--- config.mk ---
export PLATFORM = sky130hd
export DESIGN_NAME = lut_sweep_capture
export DESIGN_NICKNAME = d
export VERILOG_FILES = /design/src/rtl/lut_sweep_capture.sv
export SDC_FILE = /design/constraint.sdc
export NUM_CORES = 1
export LEC_CHECK = 0
export CORE_AREA = 4 4 116 74
export DETAILED_ROUTE_END_ITERATION = 7
export DIE_AREA = 0 0 120 78
export HOLD_SLACK_MARGIN = 0.15
export PLACE_DENSITY = 0.65
export SYNTH_ARGS = -nofsm -noshare
export SYNTH_HDL_FRONTEND = slang
export SYNTH_SLANG_ARGS = --single-unit
--- constraint.sdc ---
create_clock -name clk -period 3.02 [get_ports clk]
set_input_delay 0.604 -clock clk [delete_from_list [all_inputs] [get_ports clk]]
set_output_delay 0.604 -clock clk [all_outputs]
set_load 0.005 [all_outputs]
--- src/rtl/lut_sweep_capture.sv ---
// lut_sweep_capture: steps a 4-input LUT through x = 0..15, captures y into a
// 16-bit truth table and compares it against a golden table latched at start.
module lut_sweep_capture #(
    parameter int unsigned SETTLE_CYCLES = 1
) (
    input  logic        clk,
    input  logic        rst,
    input  logic        start,
    input  logic [15:0] golden,
    output logic [3:0]  lut_x,
    input  logic        lut_y,
    output logic        busy,
    output logic        done,
    output logic [15:0] truth_table,
    output logic        match
);
    // state | meaning
    // IDLE  | waiting for start; truth_table/match hold last result
    // RUN   | stepping lut_x, capturing lut_y every SETTLE_CYCLES cycles
    typedef enum logic {
        IDLE = 1'b0,
        RUN  = 1'b1
    } state_e;

    localparam logic [7:0] CNT_LAST = 8'(SETTLE_CYCLES - 1);

    state_e      state_q, state_d;
    logic [3:0]  x_q, x_d;
    logic [7:0]  cnt_q, cnt_d;
    logic [15:0] tt_q, tt_d;
    logic [15:0] gold_q, gold_d;
    logic        match_q, match_d;
    logic        done_q, done_d;
    logic        sample_edge;

    assign sample_edge = (state_q == RUN) && (cnt_q == CNT_LAST);

    always_ff @(posedge clk) begin
        if (rst) begin
            state_q <= IDLE;
            x_q     <= 4'd0;
            cnt_q   <= 8'd0;
            tt_q    <= 16'd0;
            gold_q  <= 16'd0;
            match_q <= 1'b0;
            done_q  <= 1'b0;
        end else begin
            state_q <= state_d;
            x_q     <= x_d;
            cnt_q   <= cnt_d;
            tt_q    <= tt_d;
            gold_q  <= gold_d;
            match_q <= match_d;
            done_q  <= done_d;
        end
    end

    always_comb begin
        state_d = state_q;
        case (state_q)
            IDLE:    if (start) state_d = RUN;
            RUN:     if (sample_edge && (x_q == 4'hF)) state_d = IDLE;
            default: state_d = IDLE;
        endcase
    end

    always_comb begin
        x_d     = x_q;
        cnt_d   = cnt_q;
        tt_d    = tt_q;
        gold_d  = gold_q;
        match_d = match_q;
        done_d  = 1'b0;
        if (state_q == IDLE) begin
            if (start) begin
                x_d     = 4'd0;
                cnt_d   = 8'd0;
                tt_d    = 16'd0;
                match_d = 1'b0;
                gold_d  = golden;
            end
        end else if (sample_edge) begin
            tt_d[x_q] = lut_y;
            cnt_d     = 8'd0;
            // x wraps 15 -> 0 on the final sample, so IDLE starts at x = 0
            x_d       = x_q + 4'd1;
            if (x_q == 4'hF) begin
                done_d  = 1'b1;
                match_d = (tt_d == gold_q);
            end
        end else begin
            cnt_d = cnt_q + 8'd1;
        end
    end

    always_comb begin
        lut_x       = x_q;
        busy        = (state_q == RUN);
        done        = done_q;
        truth_table = tt_q;
        match       = match_q;
    end

endmodule

Word-level counts from Yosys, hierarchy flattened:

Cells that the tools add are included.

* register bits after elaboration: 47
* bits of input ports: 20
* output and inout bits: 23

* add/sub/neg operators: 2
* $lt $le $gt $ge: 2
* eq/ne operators: 4
* mux-type cells: 20
* bitwise logic cells: 2
* reductions and logical operators: 9

Operator list (count)
* $mux 16: 3
* $mux 8: 3
* $bwmux 16: 1
* $eq 16x16->1: 1
* $mux 4: 3
* $add 8x1->8 const B: 1
* $logic_not 8->1: 1
* $mux 1: 8
* $lt 4x5->1 const B: 1
* $add 4x1->4 const B: 1
* $demux 1 s4: 1
* $eq 4x4->1 const B: 1
* $ge 4x1->1 const B: 1
* $ne 2x1->1 const B: 2
* $reduce_and 2->1: 2
* $logic_and 1x1->1: 3
* $reduce_and 3->1: 1
* $reduce_or 3->1: 1
* $not 1->1: 2
* $pmux 1 s2: 1
* $reduce_bool 2->1: 1

Longest topological paths before layout:

* word-level depth: 9
* gate-level depth with buffers: 9

Worst setup path before layout:

No wires, ideal clock.

* path kind: register to register
* start point: register x_q[0], in the netlist lut_x[0]
* end point: register match_q, in the netlist match
* library setup time: 0.084 ns
* data arrival time: 2.080 ns
* required time: 2.936 ns
* slack: 0.856 ns
* stages on the path, launching flop included: 9
* buffers on the path: 0
* cells stage by stage: dfxtp_1 -> inv_1 -> ha_1 -> nor3b_2 -> nor3b_1 -> or4_4 -> a2111oi_4 -> nand4_1 -> o31ai_2

* longest elaborated chain between the ends: 9
* elaborated cells on any way between the ends: 13

Ends and longest elaborated chain
* start: declaration: line 28 `logic [3:0] x_q, x_d;`
* start signal: assignment: line 41 `x_q <= 4'd0;`
* start signal: assignment: line 49 `x_q <= x_d;`
* $lt 4x5->1 (implied by the code) or $ge 4x1->1 (tied branches): line 83 `tt_d[x_q] = lut_y;`
* $logic_and 1x1->1 (implied by the code): line 83
* $mux 1 (implied by the code): line 83
* $demux 1 s4: line 83
* $bwmux 16: line 83
* $eq 16x16->1: line 89 `match_d = (tt_d == gold_q);`
* $mux 1: line 87 `if (x_q == 4'hF) begin`
* $mux 1: line 82 `end else if (sample_edge) begin`
* $mux 1: line 74 `if (state_q == IDLE) begin`
* end signal: assignment: line 53 `match_q <= match_d;`
* end: declaration: line 32 `logic match_q, match_d;`

Parallel ways exist; a longest one is shown, timed or not. The select of a mux whose other input is x is not followed.
A chain may end at the register's enable or synchronous reset.

Worst setup path in the final report:

Ends and elaborated chain as after synthesis.

==> reports/results.txt <==
Worst setup path startpoint - lut_x[0]
Number of fill cells - 774
Worst Tran Pin Value - 0.584 ns
Cell count after synthesis - 316
Total Power - 1.45 mW
First-pass GRT wire length - 11500 µm
Total power divided by cell area - 449 nW/µm²
Max Slew Vio Count - 0
Final-report setup violation count - 0
Leakage - 1.19 nW
Synth top area share - 0.369
Area delta synth->final - 27.1%
Arr. time, crit path - 2.65 ns
Global Route Usage Sum - 0.151
Worst min-delay path startpoint - gold_q[3]
Post-route ant nets - 0
Crit start category - register
Post-CTS Resized - 0
Die Area - 9360 µm²
Synth async-reset ratio - 0
FP Rows - 25
Clock Latency Late Sink - 0.28 ns
CTS tree - built
Overflow after GRT - 0
Starting Density - 0.335
Final TNS setup - 0 ns
Cts bufs inserted - 5
Worst-path fanout max - 7
GP Congestion - 0.926
Post-CTS setup buffers - 0
DR pass1 iterations - 4
Setup ws final - 0.571 ns
Cell Area, Synth - 2550 µm²
Minimum clock period - 2.45 ns
CTS H-tree depth - 2
# IOs - 43
Top post-synthesis cells by area - dfxtp_1, mux2i_1, a21oi_1, nand2_1, nor2_1
Synth Register Bits - 47
Final Hold Fails - 0
Ys Warns - 0
Clk_skew - 0.00266 ns
Clock Path Buffers - 2
Reg2reg start - lut_x[0]
Worst ir drop on vdd - 0.245 mV
Initial antenna violation count - 0
Tcrit/Tclk final - 0.811
Synth area leader - dfxtp_1
Ant diodes - 0
Status - finished, final reports clean
Number of synthesized flops with an enable pin - 0
Critical Path Sink Type - register
Req. time, crit path - 3.22 ns
Average cell area after synthesis - 8.06 µm²
Root Buffer - clkbuf_16
Hpwl dp - 5200 µm
Die width - 120 µm
Slew margin rel. - 0.611
Design Area, Final - 3240 µm²
Max Cap Viol - 0
Post-Place Cell Area - 3060 µm²
Distinct cells, synth - 39
DRC Markers - 0
Post-cts hold buffer count - 0
Seq/Total Area, Yosys - 0.369
Syn_nets - 343
Synth top cells by count - dfxtp_1, nand2_1, a21oi_1, nor2_1, o21ai_0
Ys flop type - dfxtp_1
Final WL - 7000 µm
Most common cell in the netlist - dfxtp_1
Vias - 2332
RSZ-0062 raised after global routing - no
Die H - 78 µm
Register-to-register setup slack - 0.57 ns
Achievable Freq - 0.408 GHz
Nets - 379
Place WS - 0.605 ns
Crit Path Class - reg2reg
Share of cells above drive strength 1 - 0.0623
WL/cell - 15.2 µm
Clock-pin slew on the worst setup and hold paths - 0.06 ns
Core area - 7600 µm²
Clock Sinks - 47
Initial DRC Count - 221
Via/cell ratio - 5.06
Largest net degree at the start of global routing - 28
Port bufs - 42
Vias in the first global route - 2095
Class of the worst hold path - reg2reg
## worst paths after layout
kind,end,cells after the start
worst min-delay path,gold_q[3],2
worst min register to register,gold_q[3],2
worst max-delay path,match,8
worst max register to register,match,8
## routing by layer
metal  vias up  global-route usage  part of all wire
met1      1062               0.257              0.56
met5         -                   0                 0
met3         2              0.0342             0.072
met4         0              0.0240            0.0029
li1       1179                   -                 -
met2        89               0.186              0.37
## critical path: stages (launching register included)
cell,delay (ns)
dfxtp_1,0.37
inv_1,0.14
ha_1,0.26
nor3b_2,0.33
nor3b_1,0.10
or4_4,0.54
a2111oi_4,0.28
nand4_1,0.16
o31ai_2,0.18
## metrics by stage
stage          std cells  hold WS, ns   util
4_1_cts              461        0.471  0.426
3_3_place_gp         453        0.459  0.403
6_report             461        0.468  0.426
3_5_place_dp         453        0.462  0.403
5_1_grt              461        0.485  0.426
2_1_floorplan        316        0.448      -
## final cells by class
| cell class | instances | area (µm²) | share of cell area |
|---|---|---|---|
| clock inverters | 2 | 35.0 | 0.0108 |
| inverters | 7 | 26.3 | 0.00812 |
| well taps | 108 | 135 | 0.0417 |
| flip-flops and latches | 47 | 941 | 0.291 |
| clock buffers | 6 | 139 | 0.0429 |
| multi-input cells | 241 | 1480 | 0.457 |
| repair buffers | 50 | 480 | 0.148 |
## kinds of logic after synthesis
| family | after synthesis | synth area share |
|---|---|---|
| simple gates | 131 | 0.262 |
| compound gates | 74 | 0.177 |
| flops | 47 | 0.369 |
| buf+inv | 28 | 0.0496 |
| mux | 16 | 0.0629 |
| xor+xnor | 13 | 0.0447 |
| fa+ha+maj | 7 | 0.0344 |
## state kept, by name, summed over array words and instances, names as in the netlist
| signal | flops |
|---|---|
| cnt_q | 8 |
| done | 1 |
| truth_table | 16 |
| lut_x | 4 |
| gold_q | 16 |
| busy | 1 |
| match | 1 |
## where the power goes
group / leakage (nW) / switching [mW] / internal [mW]
logic: 0.722 / 0.0891 / 0.0759
registers: 0.382 / 0.0186 / 0.636
clock network: 0.0868 / 0.221 / 0.411
total: 1.19 / 0.329 / 1.12
## cell usage in the layout (no fill, tap or decap), types with 2 or more instances in the layout
cell type,n
inv_1,7
and3b_1,4
nand3b_1,2
nand4b_1,2
mux2i_1,16
and2_1,3
a22oi_1,13
nor3b_2,2
dfxtp_1,47
clkdlybuf4s50_1,42
nand4_1,4
clkbuf_16,5
and3_1,10
buf_4,8
nor2b_1,5
o21ai_0,21
nor3b_1,7
ha_1,7
nand3_1,8
xor2_1,5
o22ai_1,2
xnor2_1,8
nand2_1,41
nor2_1,31
or3_1,2
a21oi_1,31
nor4_1,2
nor3_1,5
No activity file was read; power rests on OpenSTA's default activity.
